File: config.mk
export PLATFORM = sky130hd
export DESIGN_NAME = lifo_fifo_buffer_flat
export DESIGN_NICKNAME = d
export VERILOG_FILES = /design/src/rtl/lifo_fifo_pkg.sv /design/src/rtl/lifo_fifo_buffer_if.sv /design/src/rtl/lifo_fifo_mem.sv /design/src/rtl/lifo_fifo_buffer.sv /design/src/flat_wrapper.sv
export SDC_FILE = /design/constraint.sdc
export NUM_CORES = 1
export LEC_CHECK = 0
export CAP_MARGIN = 5
export CORE_MARGIN = 2
export CORE_UTILIZATION = 30
export DETAILED_ROUTE_END_ITERATION = 10
export PLACE_DENSITY = 0.44
export RECOVER_POWER = 50
export SLEW_MARGIN = 5
export SYNTH_ARGS = -nofsm -noshare
export SYNTH_HDL_FRONTEND = slang
export SYNTH_HIERARCHICAL = 1
export SYNTH_SLANG_ARGS = --single-unit
File: constraint.sdc
create_clock -name clk -period 5.65 [get_ports clk]
set_input_delay 1.13 -clock clk [delete_from_list [all_inputs] [get_ports clk]]
set_output_delay 1.13 -clock clk [all_outputs]
set_load 0.05 [all_outputs]
File: src/rtl/lifo_fifo_pkg.sv
// ----------------------------------------------------------------------------
// lifo_fifo_pkg
// Shared types and defaults for the run-time selectable LIFO/FIFO buffer.
//   mode_e  : buffer discipline (MODE_LIFO = 0, MODE_FIFO = 1)
//   occ_e   : occupancy state (EMPTY / PARTIAL / FULL) decoded from count
//   DEF_WIDTH / DEF_DEPTH : default word width and entry count
//   occ_decode() : maps an occupancy count to occ_e
// ----------------------------------------------------------------------------
package lifo_fifo_pkg;

   typedef enum logic {
      MODE_LIFO = 1'b0,
      MODE_FIFO = 1'b1
   } mode_e;

   typedef enum logic [1:0] {
      OCC_EMPTY   = 2'd0,
      OCC_PARTIAL = 2'd1,
      OCC_FULL    = 2'd2
   } occ_e;

   localparam int DEF_WIDTH = 8;
   localparam int DEF_DEPTH = 16;

   function automatic occ_e occ_decode(input int cnt, input int depth);
      occ_e res;
      if (cnt == 0) begin
         res = OCC_EMPTY;
      end else if (cnt >= depth) begin
         res = OCC_FULL;
      end else begin
         res = OCC_PARTIAL;
      end
      return res;
   endfunction

endpackage

File: src/rtl/lifo_fifo_buffer_if.sv
// ----------------------------------------------------------------------------
// lifo_fifo_buffer_if
// Bus between the tile's decode logic (master) and the buffer (slave).
//   master drives : mode, clear, push, pop, wr_data
//   slave drives  : rd_data, rd_valid, full, empty, count, overflow,
//                   underflow, occ (occupancy state), mode_q (latched mode)
//
// Handshake: push and pop are request strobes sampled on each rising clock
// edge; there is no ready signal. A pop is accepted when count > 0. A push is
// accepted when count < DEPTH or when a pop is accepted in the same cycle.
// Rejected requests change no state. An accepted pop at edge N returns its
// word in rd_data with rd_valid high for exactly the cycle after edge N.
// clear outranks push/pop and empties the buffer.
// ----------------------------------------------------------------------------
interface lifo_fifo_buffer_if #(
   parameter int WIDTH = lifo_fifo_pkg::DEF_WIDTH,
   parameter int DEPTH = lifo_fifo_pkg::DEF_DEPTH
) ();
   import lifo_fifo_pkg::*;

   localparam int CNT_W = $clog2(DEPTH) + 1;

   logic             mode;
   logic             clear;
   logic             push;
   logic             pop;
   logic [WIDTH-1:0] wr_data;
   logic [WIDTH-1:0] rd_data;
   logic             rd_valid;
   logic             full;
   logic             empty;
   logic [CNT_W-1:0] count;
   logic             overflow;
   logic             underflow;
   occ_e             occ;
   mode_e            mode_q;

   modport master (
      output mode, clear, push, pop, wr_data,
      input  rd_data, rd_valid, full, empty, count, overflow, underflow,
             occ, mode_q
   );

   modport slave (
      input  mode, clear, push, pop, wr_data,
      output rd_data, rd_valid, full, empty, count, overflow, underflow,
             occ, mode_q
   );

endinterface

File: src/rtl/lifo_fifo_mem.sv
// ----------------------------------------------------------------------------
// lifo_fifo_mem
// DEPTH x WIDTH register array, one synchronous write port and one
// asynchronous read port. Contents are not reset. Address selection lives in
// the parent.
//   clk   : write clock
//   we    : write enable
//   waddr : write address
//   wdata : write data
//   raddr : read address
//   rdata : read data (combinational from raddr)
// ----------------------------------------------------------------------------
module lifo_fifo_mem #(
   parameter int WIDTH = 8,
   parameter int DEPTH = 16,
   parameter int AW    = $clog2(DEPTH)
) (
   input  logic             clk,
   input  logic             we,
   input  logic [AW-1:0]    waddr,
   input  logic [WIDTH-1:0] wdata,
   input  logic [AW-1:0]    raddr,
   output logic [WIDTH-1:0] rdata
);

   logic [WIDTH-1:0] mem [DEPTH];

   always_ff @(posedge clk) begin
      if (we) begin
         mem[waddr] <= wdata;
      end
   end

   // A read of the location being written in the same cycle returns the old
   // word, which is what the simultaneous push+pop cases rely on.
   assign rdata = mem[raddr];

endmodule

File: src/rtl/lifo_fifo_buffer.sv
// ----------------------------------------------------------------------------
// lifo_fifo_buffer
// Single-clock storage buffer that acts as a stack (LIFO) or a queue (FIFO),
// selected at run time through bus.mode. The mode is only taken while the
// buffer is empty and idle, or on clear.
//   clk   : rising-edge clock
//   reset : asynchronous, active-high reset of all control state
//   bus   : lifo_fifo_buffer_if.slave (requests in, data/status out)
// Optional feature: define LIFO_FIFO_ERR_EN to enable the sticky overflow /
// underflow flags; otherwise both outputs are tied to 0.
// ----------------------------------------------------------------------------
module lifo_fifo_buffer
   import lifo_fifo_pkg::*;
#(
   parameter int WIDTH = DEF_WIDTH,
   parameter int DEPTH = DEF_DEPTH
) (
   input logic                clk,
   input logic                reset,
   lifo_fifo_buffer_if.slave  bus
);

   localparam int AW    = $clog2(DEPTH);
   localparam int CNT_W = $clog2(DEPTH) + 1;
   localparam logic [CNT_W-1:0] DEPTH_C = CNT_W'(DEPTH);

   logic [CNT_W-1:0] count_q;
   logic [CNT_W-1:0] count_nxt;
   logic [CNT_W-1:0] count_m1;
   logic [AW-1:0]    wr_ptr_q;
   logic [AW-1:0]    rd_ptr_q;
   mode_e            mode_q;
   occ_e             occ_q;
   logic [WIDTH-1:0] rd_data_q;
   logic             rd_valid_q;
   logic             full_q;
   logic             empty_q;

   logic             pop_acc;
   logic             push_acc;
   logic             mem_we;
   logic [AW-1:0]    mem_waddr;
   logic [AW-1:0]    mem_raddr;
   logic [WIDTH-1:0] mem_rdata;

   assign count_m1 = count_q - CNT_W'(1);

   always_comb begin
      pop_acc   = bus.pop && (count_q != '0);
      // A pop in the same cycle frees a slot, so a full buffer still takes it.
      push_acc  = bus.push && ((count_q != DEPTH_C) || pop_acc);
      count_nxt = count_q;
      if (push_acc && !pop_acc) begin
         count_nxt = count_q + CNT_W'(1);
      end else if (pop_acc && !push_acc) begin
         count_nxt = count_m1;
      end

      if (mode_q == MODE_FIFO) begin
         mem_raddr = rd_ptr_q;
         mem_waddr = wr_ptr_q;
      end else begin
         // Stack top is count-1; a push+pop overwrites the top in place.
         mem_raddr = count_m1[AW-1:0];
         mem_waddr = pop_acc ? count_m1[AW-1:0] : count_q[AW-1:0];
      end
      mem_we = push_acc && !bus.clear;
   end

   lifo_fifo_mem #(
      .WIDTH (WIDTH),
      .DEPTH (DEPTH),
      .AW    (AW)
   ) u_mem (
      .clk   (clk),
      .we    (mem_we),
      .waddr (mem_waddr),
      .wdata (bus.wr_data),
      .raddr (mem_raddr),
      .rdata (mem_rdata)
   );

   // Control FSM: occupancy state EMPTY/PARTIAL/FULL plus the counters and
   // pointers behind it. All outputs are registered from the next state.
   always_ff @(posedge clk or posedge reset) begin
      if (reset) begin
         count_q    <= '0;
         wr_ptr_q   <= '0;
         rd_ptr_q   <= '0;
         mode_q     <= MODE_LIFO;
         occ_q      <= OCC_EMPTY;
         rd_data_q  <= '0;
         rd_valid_q <= 1'b0;
         full_q     <= 1'b0;
         empty_q    <= 1'b1;
      end else if (bus.clear) begin
         count_q    <= '0;
         wr_ptr_q   <= '0;
         rd_ptr_q   <= '0;
         mode_q     <= mode_e'(bus.mode);
         occ_q      <= OCC_EMPTY;
         rd_valid_q <= 1'b0;
         full_q     <= 1'b0;
         empty_q    <= 1'b1;
      end else begin
         rd_valid_q <= pop_acc;
         if (pop_acc) begin
            rd_data_q <= mem_rdata;
         end
         if (mode_q == MODE_FIFO) begin
            if (push_acc) begin
               wr_ptr_q <= wr_ptr_q + AW'(1);
            end
            if (pop_acc) begin
               rd_ptr_q <= rd_ptr_q + AW'(1);
            end
         end
         count_q <= count_nxt;
         full_q  <= (count_nxt == DEPTH_C);
         empty_q <= (count_nxt == '0);
         occ_q   <= occ_decode(int'(count_nxt), DEPTH);
         // Mode may only change while nothing is stored and nothing arrives.
         if ((count_q == '0) && !push_acc) begin
            mode_q <= mode_e'(bus.mode);
         end
      end
   end

`ifdef LIFO_FIFO_ERR_EN
   logic overflow_q;
   logic underflow_q;

   always_ff @(posedge clk or posedge reset) begin
      if (reset) begin
         overflow_q  <= 1'b0;
         underflow_q <= 1'b0;
      end else if (bus.clear) begin
         overflow_q  <= 1'b0;
         underflow_q <= 1'b0;
      end else begin
         if (bus.push && !push_acc) begin
            overflow_q <= 1'b1;
         end
         if (bus.pop && !pop_acc) begin
            underflow_q <= 1'b1;
         end
      end
   end

   assign bus.overflow  = overflow_q;
   assign bus.underflow = underflow_q;
`else
   assign bus.overflow  = 1'b0;
   assign bus.underflow = 1'b0;
`endif

   assign bus.rd_data  = rd_data_q;
   assign bus.rd_valid = rd_valid_q;
   assign bus.full     = full_q;
   assign bus.empty    = empty_q;
   assign bus.count    = count_q;
   assign bus.occ      = occ_q;
   assign bus.mode_q   = mode_q;

endmodule

File: src/flat_wrapper.sv
// flat-port wrapper written by rule: the top's interface ports become plain ports
module lifo_fifo_buffer_flat import lifo_fifo_pkg::*;
#(
   parameter int WIDTH = DEF_WIDTH,
   parameter int DEPTH = DEF_DEPTH
)
  (clk, reset, bus_mode, bus_clear, bus_push, bus_pop, bus_wr_data, bus_rd_data, bus_rd_valid, bus_full, bus_empty, bus_count, bus_overflow, bus_underflow, bus_occ, bus_mode_q);
  lifo_fifo_buffer_if #(.WIDTH(WIDTH), .DEPTH(DEPTH)) bus_i ();
  input logic clk;
  input logic reset;
  input wire logic [$bits(bus_i.mode)-1:0] bus_mode;
  input wire logic [$bits(bus_i.clear)-1:0] bus_clear;
  input wire logic [$bits(bus_i.push)-1:0] bus_push;
  input wire logic [$bits(bus_i.pop)-1:0] bus_pop;
  input wire logic [$bits(bus_i.wr_data)-1:0] bus_wr_data;
  output wire logic [$bits(bus_i.rd_data)-1:0] bus_rd_data;
  output wire logic [$bits(bus_i.rd_valid)-1:0] bus_rd_valid;
  output wire logic [$bits(bus_i.full)-1:0] bus_full;
  output wire logic [$bits(bus_i.empty)-1:0] bus_empty;
  output wire logic [$bits(bus_i.count)-1:0] bus_count;
  output wire logic [$bits(bus_i.overflow)-1:0] bus_overflow;
  output wire logic [$bits(bus_i.underflow)-1:0] bus_underflow;
  output wire logic [$bits(bus_i.occ)-1:0] bus_occ;
  output wire logic [$bits(bus_i.mode_q)-1:0] bus_mode_q;
  assign bus_i.mode = bus_mode;
  assign bus_i.clear = bus_clear;
  assign bus_i.push = bus_push;
  assign bus_i.pop = bus_pop;
  assign bus_i.wr_data = bus_wr_data;
  assign bus_rd_data = bus_i.rd_data;
  assign bus_rd_valid = bus_i.rd_valid;
  assign bus_full = bus_i.full;
  assign bus_empty = bus_i.empty;
  assign bus_count = bus_i.count;
  assign bus_overflow = bus_i.overflow;
  assign bus_underflow = bus_i.underflow;
  assign bus_occ = bus_i.occ;
  assign bus_mode_q = bus_i.mode_q;
  lifo_fifo_buffer #(.WIDTH(WIDTH), .DEPTH(DEPTH)) u_core (.clk(clk), .reset(reset), .bus(bus_i));
endmodule
==> results of run 1 <==
[final cells by class]
type | instances | area, sq um
fill | 2089 | 14000
sequential | 154 | 4500
multi-input combinational | 205 | 1930
clock buffer | 19 | 443
timing repair buffer | 40 | 377
tap | 280 | 350
clock inverter | 12 | 140
inverter | 7 | 26.3
[kinds of logic after synthesis]
logic type / Yosys count / share of synthesized area (%)
buf+inv: 33 / 3.14
mux: 46 / 14.0
xor+xnor: 11 / 1.45
compound gates: 48 / 5.78
other cells: 1 / 0.0566
flops: 154 / 67.9
fa+ha+maj: 4 / 0.756
simple gates: 94 / 6.95
[synth_stat cells, types with 2 or more instances]
cell type and instances:
buf_6 5, and3_1 3, mux2_2 10, nand2b_1 4
clkdlybuf4s25_2 3, a22oi_1 16, dfrtp_1 25, edfxtp_1 128
and2b_1 2, nand4_1 2, mux2i_1 4, nand3_1 6
nor3_1 6, a21oi_1 5, buf_2 4, xnor2_1 5
nor2b_1 3, ha_1 4, a211oi_1 2, o21ai_0 10
mux4_2 18, o211a_1 2, inv_1 7, xor2_1 6
clkbuf_1 8, mux4_1 14, buf_4 6, and2_1 2
nand3b_1 2, nor2_1 32, nand2_1 25
[critical path, delay by kind of cell (launching register included)]
kind / cells / cell delay (ps)
xor gates and xnor gates: 1 / 150
adders and majority gates: 1 / 330
and+or+nand+nor: 3 / 1580
buffers and inverters: 1 / 130
DFF: 1 / 520
AOI/OAI and AO/OA: 2 / 1030
[power breakdown]
| group | leakage, uW | internal, uW | switching, uW |
|---|---|---|---|
| combinational | 0.000846 | 556 | 838 |
| clock | 0.000284 | 666 | 458 |
| sequential | 0.00149 | 1320 | 67.0 |
[metal layers]
layer / global-route usage [%] / wire (microns)
met1: 17.6 / 6740
met2: 21.5 / 7430
met3: 4.15 / 886
met4: 4.06 / 129
met5: 0 / 0
[state kept, by name, summed over array words and instances (netlist names)]
register and count:
u_core/u_mem/mem 128, u_core/bus.empty 1, u_core/bus.full 1, u_core/bus.mode_q 1, u_core/bus.rd_valid 1, u_core/wr_ptr_q 4, u_core/rd_ptr_q 4, u_core/bus.occ 1
u_core/bus.count 5, u_core/bus.rd_data 8
[path summary, 6_finish.rpt]
| check | startpoint | endpoint | slack, ps |
|---|---|---|---|
| worst max-delay path | u_core/bus.count[0] | u_core/u_mem/mem[1][0] | 1530 |
| min in group asynchronous | reset | u_core/bus.count[2] | 1790 |
| worst min-delay path | u_core/bus.rd_data[1] | u_core/bus.rd_data[1] | 510 |
| max in group asynchronous | reset | u_core/bus.rd_data[3] | 2830 |
| worst min register to register | u_core/bus.rd_data[1] | u_core/bus.rd_data[1] | 510 |
| worst max register to register | u_core/bus.count[0] | u_core/u_mem/mem[1][0] | 1530 |
[metrics by stage]
| step | utilization, % | std cells | setup WS, ps | hold WS (ps) | cell area, sq um |
|---|---|---|---|---|---|
| finish | 35.7 | 717 | 1530 | 509 | 7760 |
| global route | 35.7 | 717 | 1260 | 539 | 7760 |
| CTS | 35.7 | 717 | 1680 | 511 | 7770 |
| detailed placement | 33.0 | 686 | 1430 | 496 | 7190 |
| global placement | 33.0 | 686 | 1490 | 490 | 7190 |
| floorplan | - | 392 | 2010 | 505 | 6630 |
==> key figures, run 1 <==
Power and ir drop
  – Total power: 3910 uW
  – Leak: 0.00262 uW
  – Peak supply drop: 232 uV
  – Pwr dens: 503 nW/um^2

Synth
  – Syn Inst Count: 391
  – #FFs+latches synth: 154
  – Synthesized cell area: 6620 sq um
  – Ys flop type: edfxtp_1
  – Dominant cells by area after synthesis: edfxtp_1 (58%), dfrtp_1 (9.4%), mux4_2 (6.1%), mux4_1 (5.6%), a22oi_1 (1.8%)
  – Synth async-reset ratio: 16.9%
  – Synth warnings: 6
  – Post-synth top area share: 58.0%
  – Post-synth cell types: 53
  – Area leader, netlist: edfxtp_1
  – Post-synth EDFFs: ~130
  – Synth Area per Inst: 16.9 sq um
  – Seq/Total Area, Yosys: 67.9%

Floorplan
  – IO Pins: 35
  – Rows: 54
  – Die ar.: ~23000 sq um
  – Die Span X: between 150 and 200 microns
  – Core area: approximately 22000 sq um
  – Die H: roughly 150 microns
  – Starting Density: 30.4%

Routing
  – Via Count: 3545
  – Total Wirelength: 15.2 mm
  – Drt first-iter violations: 190
  – Vias/cell: 4.94
  – WL/cell: about 21 microns
  – ANT nets after route: 0
  – DRC: 0
  – Drt first pass iters: 4

STA
  – TNS Setup: 0 ps
  – Fin crit period: 4120 ps
  – Slew @ Worst Pin: 1790 ps
  – Slew headroom: -19.2%
  – Setup Skew: 9.46 ps
  – Max-slew violations: 27
  – Hold Fails Final Rpt: 0
  – Setup violations, final: 0
  – Achievable Freq: 0.243 GHz
  – Fin crit share: 72.9%
  – RSZ-0062 raised after global routing: no

Final layout
  – Proportion of layout cells with a drive suffix above 1: 16.7%
  – # diodes: 0
  – Commonest non-fill, non-tap cell in the layout: edfxtp_1
  – Area Growth Syn to Fin: 17.2%
  – Final #Nets: 443
  – Most frequent cells in the layout: edfxtp_1 (128), nor2_1 (32), nand2_1 (25), dfrtp_1 (25), clkdlybuf4s50_1 (22)

Clock tree
  – Root buffer cell: clkbuf_16
  – Clock-pin transition on the worst setup and hold timing paths: 60 ps
  – Clk sinks: 154
  – Total CTS buffers: 17
  – CTS tree: done
  – Worst-skew pair later-pin latency: approximately 420 ps
  – Setup bufs post-CTS: 0
  – Clock Path Buffers: 2
  – Count of hold buffers inserted by post-cts repair: 0
  – H-tree levels: 4
  – PostCTS Resize Cnt: 0

Placement
  – RD Place Congestion: 0.744
  – Post-detail-place hpwl: 9.79 mm
  – IO buf count: 32

GRT
  – Vias in the first global route: 3663
  – Largest net degree at the start of global routing: 27
  – First-pass GRT wire length: 22.7 mm
  – Gr ovfl total: 0
  – Initial antenna violation count: 0
  – Gr usage total: 13.4%

Worst setup path
  – Critical-path cell list: inv_1, ha_1, or3b_1, o21a_1, xnor2_1, o21ai_0, nand2b_1, nor2_1
  – Reg2Reg Depth: 8
  – CP Capture Type: flip-flop
  – CP required: ~5700 ps
  – CP max FO: 12
  – WS Path Type: reg -> reg
  – Slowest stage delay, CP: 690 ps
  – WP data arrival: 4160 ps
  – Crit path launch type: flip-flop
  – Slowest CP cell: o21ai_0

Worst hold path
  – Worst Hold Class: reg -> reg
  – Hold path cells: 1

Run
  – Number of max-capacitance violations reported: 1

Outcome
  – Status: finished with violations
  – Failing checks: capacitance limit, slew limit
Power figures use the tool's default switching activity.
==> run 2: changes to the inputs <==
Settings changed: PLACE_DENSITY 0.44 to 0.45.
Clock period 5.65 ns to 3.5 ns, I/O delays scaled along.
==> key figures, run 2 (same netlist as run 1, synthesis figures left out) <==
Outcome
  – Status: finished with violations
  – Failing checks: capacitance limit, slew limit

Floorplan
  – Die ar.: 23300 sq um (unchanged)
  – Die Span X: 153 microns (unchanged)
  – Starting Density: 30.4% (unchanged)
  – Die H: 153 microns (unchanged)
  – Rows: 54 (unchanged)
  – Core area: 21800 sq um (unchanged)
  – IO Pins: 35 (unchanged)

Routing
  – Drt first pass iters: 4 (unchanged)
  – Vias/cell: 4.90 (-0.85%)
  – WL/cell: 20.4 microns (-3.7%)
  – Total Wirelength: 15.2 mm (+0.21%)
  – ANT nets after route: 0 (unchanged)
  – DRC: 0 (unchanged)
  – Drt first-iter violations: 321 (+69%)
  – Via Count: 3657 (+3.2%)

Worst setup path
  – Crit path launch type: flip-flop
  – CP Capture Type: flip-flop
  – WS Path Type: reg -> reg
  – CP required: 3630 ps (-2060 ps)
  – WP data arrival: 3360 ps (-800 ps)
  – CP max FO: 8 (-4)
  – Reg2Reg Depth: 10 (+2)

Clock tree
  – Total CTS buffers: 17 (unchanged)
  – Count of hold buffers inserted by post-cts repair: 0 (unchanged)
  – Setup bufs post-CTS: 0 (unchanged)
  – Clock-pin transition on the worst setup and hold timing paths: 70 ps (about the same)
  – H-tree levels: 4 (unchanged)
  – Clk sinks: 154 (unchanged)
  – CTS tree: done
  – PostCTS Resize Cnt: 0 (unchanged)
  – Clock Path Buffers: 2 (unchanged)
  – Worst-skew pair later-pin latency: 420 ps (about the same)
  – Root buffer cell: clkbuf_16

STA
  – TNS Setup: 0 ps (unchanged)
  – Hold slack: 517 ps (+7.86 ps)
  – Slew @ Worst Pin: 1640 ps (-148 ps)
  – RSZ-0062 raised after global routing: no
  – Achievable Freq: 0.309 GHz (+27%)
  – Setup violations, final: 0 (unchanged)
  – Fin crit share: 92.4% (+19 points)
  – Fin crit period: 3230 ps (-886 ps)
  – Slew headroom: -9.29% (+9.9 points)
  – Setup Skew: 8.39 ps (-1.07 ps)
  – Hold Fails Final Rpt: 0 (unchanged)
  – Max-slew violations: 27 (unchanged)

GRT
  – Initial antenna violation count: 0 (unchanged)
  – Vias in the first global route: 3827 (+4.5%)
  – Largest net degree at the start of global routing: 33 (+22%)
  – Gr usage total: 13.5% (+0.10 points)
  – First-pass GRT wire length: 23.4 mm (+3.0%)
  – Gr ovfl total: 0 (unchanged)

Power and ir drop
  – NetSw: 2230 uW (+64%)
  – Leak: 0.00277 uW (+5.7%)
  – Seq pwr share: 34.5% (-1.1 points)
  – Switching Fraction: 35.0% (+0.086 points)
  – Comb pwr share: 38.0% (+2.3 points)
  – Clock share of power: 27.5% (-1.3 points)
  – Int Power: 4150 uW (+63%)
  – Pwr dens: 798 nW/um^2 (+59%)
  – Peak supply drop: 429 uV (+85%)

Final layout
  – # diodes: 0 (unchanged)
  – Commonest non-fill, non-tap cell in the layout: edfxtp_1
  – Area Growth Syn to Fin: 20.6%
  – Max reg flops: 128 (unchanged)
  – FILL cells: 2063 (-1.2%)
  – Most frequent cells in the layout: edfxtp_1 (128), buf_4 (32), nor2_1 (32), nand2_1 (25), dfrtp_1 (25)
  – Sequential Area: 4500 sq um (unchanged)
  – Register with the most flip-flops: u_core/u_mem/mem
  – Final #Nets: 471 (+6.3%)
  – Proportion of layout cells with a drive suffix above 1: 22.1% (+5.4 points)
  – Footprint of the multi-input gates: 1940 sq um (+0.39%)

Worst hold path
  – Worst Hold Class: reg -> reg
  – Hold path cells: 1 (unchanged)

Placement
  – Post-detail-place hpwl: 10.0 mm (+2.4%)
  – IO buf count: 32 (unchanged)
  – RD Place Congestion: 0.758 (+1.9%)

Run
  – Number of max-capacitance violations reported: 1 (unchanged)
run 2: changes by cell type in the layout (fill, tap and decap cells not counted):
cell and delta:
clkinv_4 -1, bufinv_16 -1, clkbuf_1 +1, inv_6 +2, clkbuf_8 -1, or3b_1 -1
buf_4 +25, inv_8 +1, buf_12 +2, nor3_1 -1, clkinv_2 +1, or3b_4 +1
nor3_2 +1
run 2: final cells by class:
cell class                      instances  area share [%]
Clock buffer                           18            5.37
Clock inverter                         14            1.69
Inverter                                7           0.329
Multi-Input combinational cell        205            24.3
Sequential cell                       154            56.3
Tap cell                              280            4.39
Timing Repair Buffer                   68            7.62
run 2: metrics by stage:
| stage | power [uW] | util [%] | std cells | cell area [sq um] | setup slack [ps] |
|---|---|---|---|---|---|
| 6_report | 6380 | 36.7 | 746 | 7990 | 266 |
| 5_1_grt | 6700 | 36.7 | 746 | 7990 | 9.97 |
| 4_1_cts | 6460 | 36.7 | 746 | 7990 | 233 |
| 3_5_place_dp | 4670 | 34.1 | 714 | 7430 | 253 |
| 3_3_place_gp | 4680 | 34.1 | 714 | 7430 | 310 |
| 2_1_floorplan | 3950 | - | 392 | 6630 | 83.9 |
run 2: power groups by stage:
stage | Clock, uW | Combinational, uW | Sequential (uW)
global placement | 0 | 2440 | 2240
global route | 1880 | 2600 | 2220
floorplan | 0 | 1470 | 2480
detailed placement | 0 | 2430 | 2240
finish | 1750 | 2420 | 2200
CTS | 1800 | 2450 | 2200
run 2: metal layers:
| layer | vias up | GRT usage [%] | wire (microns) |
|---|---|---|---|
| li1 | 1654 | - | - |
| met1 | 1904 | 17.9 | 6670 |
| met2 | 94 | 22.5 | 7750 |
| met3 | 5 | 3.21 | 704 |
| met4 | 0 | 3.44 | 95 |
| met5 | - | 0 | 0 |
run 2: critical path: stages, from the launching register on:
cell and delay [ps]:
dfrtp_1 380, inv_1 80, ha_1 320, or3b_4 420
o21a_1 240, nand2_1 100, xor2_1 140, o21ai_0 170
or3b_2 570, nor2_1 300, buf_4 220
run 2: path summary, 6_finish.rpt:
path	startpoint	to	slack [ps]
setup / recovery	u_core/bus.count[0]	u_core/u_mem/mem[1][2]	270
hold / removal	u_core/bus.rd_data[6]	u_core/bus.rd_data[6]	520
max in group asynchronous	reset	u_core/bus.rd_data[4]	1240
hold reg to reg	u_core/bus.rd_data[6]	u_core/bus.rd_data[6]	520
setup reg to reg	u_core/bus.count[0]	u_core/u_mem/mem[1][2]	270
min in group asynchronous	reset	u_core/bus.rd_valid	1290
==> run 3: changes to the inputs <==
Settings changed: CORE_ASPECT_RATIO set to 1.1.
==> key figures, run 3 (same netlist as run 1, synthesis figures left out) <==
Outcome
  – Status: finished with violations
  – Failing checks: capacitance limit, slew limit

Routing
  – Met2 WL post-DR: 7.66 mm (-1.1%)
  – DRC: 0 (unchanged)
  – Total Wirelength: 15.2 mm (-0.34%)
  – ANT nets after route: 0 (unchanged)
  – Met3 Wirelength: 529 microns (-25%)
  – Vias/cell: 4.81 (-1.9%)
  – Top sig layer: met4
  – Via Count: 3625 (-0.88%)
  – Metal1 wirelength: 6.83 mm (+2.3%)
  – WL/cell: 20.1 microns (-1.4%)
  – Drt first pass iters: 6 (+2)
  – Drt first-iter violations: 240 (-25%)

GRT
  – Gr usage total: 13.6% (+0.12 points)
  – Gr ovfl total: 0 (unchanged)
  – Largest net degree at the start of global routing: 33 (unchanged)
  – Initial antenna violation count: 0 (unchanged)
  – First-pass GRT wire length: 23.3 mm (-0.33%)
  – Vias in the first global route: 3784 (-1.1%)

Clock tree
  – Clock Path Buffers: 2 (unchanged)
  – Worst-skew pair later-pin latency: 420 ps (about the same)
  – Setup bufs post-CTS: 0 (unchanged)
  – PostCTS Resize Cnt: 0 (unchanged)
  – Root buffer cell: clkbuf_16
  – CTS tree: done
  – H-tree levels: 4 (unchanged)
  – Clk sinks: 154 (unchanged)
  – Clock-pin transition on the worst setup and hold timing paths: 60 ps (about the same)
  – Count of hold buffers inserted by post-cts repair: 0 (unchanged)
  – Total CTS buffers: 17 (unchanged)

Power and ir drop
  – Leak: 0.00274 uW (-1.0%)
  – Pwr dens: 805 nW/um^2 (+0.84%)
  – Seq pwr share: 34.3% (-0.2 points)
  – Switching Fraction: 34.8% (-0.22 points)
  – Int Power: 4190 uW (+1.0%)
  – Peak supply drop: 394 uV (-8.2%)
  – NetSw: 2230 uW (about the same)
  – Clock share of power: 28.5% (+1.0 points)
  – Comb pwr share: 37.2% (-0.8 points)

Worst setup path
  – WS Path Type: reg -> reg
  – Worst path top cell family by delay: simple AND/OR/NAND/NOR gates
  – Slowest CP cell: or3b_2
  – Slowest stage delay, CP: 560 ps (about the same)
  – Critical-path cell list: inv_1, ha_1, or3b_1, o21a_1, nand2_1, xor2_1, o21ai_0, or3b_2, nor3_2, buf_4
  – RR Endpoint: u_core/u_mem/mem[0][7]
  – R2r setup slk: 340 ps (+80 ps)
  – Crit path launch type: flip-flop
  – CP Capture Type: flip-flop
  – CP max FO: 10 (+2)
  – RR Startpoint: u_core/bus.count[1]
  – Buffers & Inverters on Critical Path: 2 (unchanged)
  – CP required: 3620 ps (about the same)
  – WP data arrival: 3280 ps (-80 ps)
  – Reg2Reg Depth: 10 (unchanged)

Floorplan
  – Rows: 57 (+5.6%)
  – Die H: 160 microns (+4.8%)
  – Die ar.: 23300 sq um (about the same)
  – IO Pins: 35 (unchanged)
  – Die Span X: 146 microns (-4.5%)
  – Core area: 21900 sq um (+0.64%)
  – Starting Density: 30.2% (-0.19 points)

Final layout
  – Register with the most flip-flops: u_core/u_mem/mem
  – Most frequent cells in the layout: edfxtp_1 (128), nor2_1 (32), buf_4 (25), nand2_1 (25), dfrtp_1 (25)
  – FILL cells: 2084 (+1.0%)
  – Final #Nets: 464 (-1.5%)
  – Utilization after layout: 36.4% (-0.30 points)
  – Area Growth Syn to Fin: 20.4%
  – Commonest non-fill, non-tap cell in the layout: edfxtp_1
  – Sequential Area: 4500 sq um (unchanged)
  – Proportion of layout cells with a drive suffix above 1: 20.9% (-1.2 points)
  – Max reg flops: 128 (unchanged)
  – Footprint of the multi-input gates: 1940 sq um (-0.13%)
  – # diodes: 0 (unchanged)

STA
  – Hold Fails Final Rpt: 0 (unchanged)
  – Fin crit period: 3160 ps (-75.4 ps)
  – TNS Setup: 0 ps (unchanged)
  – Achievable Freq: 0.317 GHz (+2.4%)
  – Slew @ Worst Pin: 1640 ps (-1.46 ps)
  – Slew headroom: -9.20% (+0.097 points)
  – Fin crit share: 90.3% (-2.2 points)
  – Max-slew violations: 27 (unchanged)
  – Setup violations, final: 0 (unchanged)
  – Setup Skew: 5.74 ps (-2.66 ps)
  – RSZ-0062 raised after global routing: no

Placement
  – RD Place Congestion: 0.794 (+4.7%)
  – IO buf count: 32 (unchanged)
  – Post-detail-place hpwl: 9.76 mm (-2.6%)

Worst hold path
  – Hold Path End: u_core/bus.rd_data[5]
  – Hold path cells: 1 (unchanged)
  – Worst Hold Class: reg -> reg
  – Hold path start: u_core/bus.rd_data[5]

Run
  – Number of max-capacitance violations reported: 1 (unchanged)
run 3: cell types whose count changed in the layout (fill, tap and decap cells not counted), sizes merged:
cell           previous run  this run
buf                      34        27
bufinv                    1         2
clkbuf                   20        19
clkdlybuf4s50            22        23
clkinv                    5         3
clkinvlp                  1         2
dlygate4sd3              10         9
inv                      14        15
run 3: power by group through the flow:
stage	logic, uW	clock network [uW]	registers (uW)
after floorplan	1470	0	2480
after global placement	2420	0	2240
after detailed placement	2420	0	2240
after CTS	2430	1880	2210
after global routing	2550	1950	2220
final	2390	1830	2200
run 3: per-layer routing:
layer | vias to the layer above | global-route usage, %
met5 | - | 0
met4 | 0 | 3.48
met3 | 10 | 3.43
met2 | 70 | 22.6
met1 | 1905 | 18.0
li1 | 1640 | -
run 3: final cells by class:
| class | instances | area share, % |
|---|---|---|
| Clock inverter | 15 | 2.02 |
| Tap cell | 295 | 4.63 |
| Clock buffer | 17 | 5.34 |
| Multi-Input combinational cell | 205 | 24.3 |
| Sequential cell | 154 | 56.4 |
| Inverter | 7 | 0.330 |
| Timing Repair Buffer | 61 | 6.97 |
run 3: per-stage QoR:
step           instances  hold WS, ps  total power (uW)  area, sq um  setup slack, ps
2_1_floorplan        392          505              3950         6630             83.9
4_1_cts              754          516              6510         7980              325
5_1_grt              754          528              6720         7970              106
3_3_place_gp         722          495              4660         7390              395
3_5_place_dp         722          495              4660         7390              353
6_report             754          511              6420         7970              341
run 3: how the worst max path moves through the flow:
| stage | end | start | depth (start not counted) | slack [ps] |
|---|---|---|---|---|
| 5_1_grt | u_core/u_mem/mem[0][7] | u_core/bus.count[1] | 10 | 110 |
| 3_3_place_gp | u_core/u_mem/mem[2][5] | u_core/bus.count[1] | 10 | 400 |
| 4_1_cts | u_core/u_mem/mem[0][2] | u_core/bus.count[1] | 10 | 320 |
| 3_5_place_dp | u_core/u_mem/mem[0][6] | u_core/bus.count[1] | 10 | 350 |
| 6_report | u_core/u_mem/mem[0][7] | u_core/bus.count[1] | 10 | 340 |
| 2_1_floorplan | u_core/u_mem/mem[12][0] | u_core/bus.count[0] | 11 | 80 |
run 3: worst register-to-register path: stages (launching register included):
cell and delay [ps]:
dfrtp_1 480, inv_1 100, ha_1 320, or3b_1 400
o21a_1 250, nand2_1 100, xor2_1 150, o21ai_0 180
or3b_2 560, nor3_2 120, buf_4 200
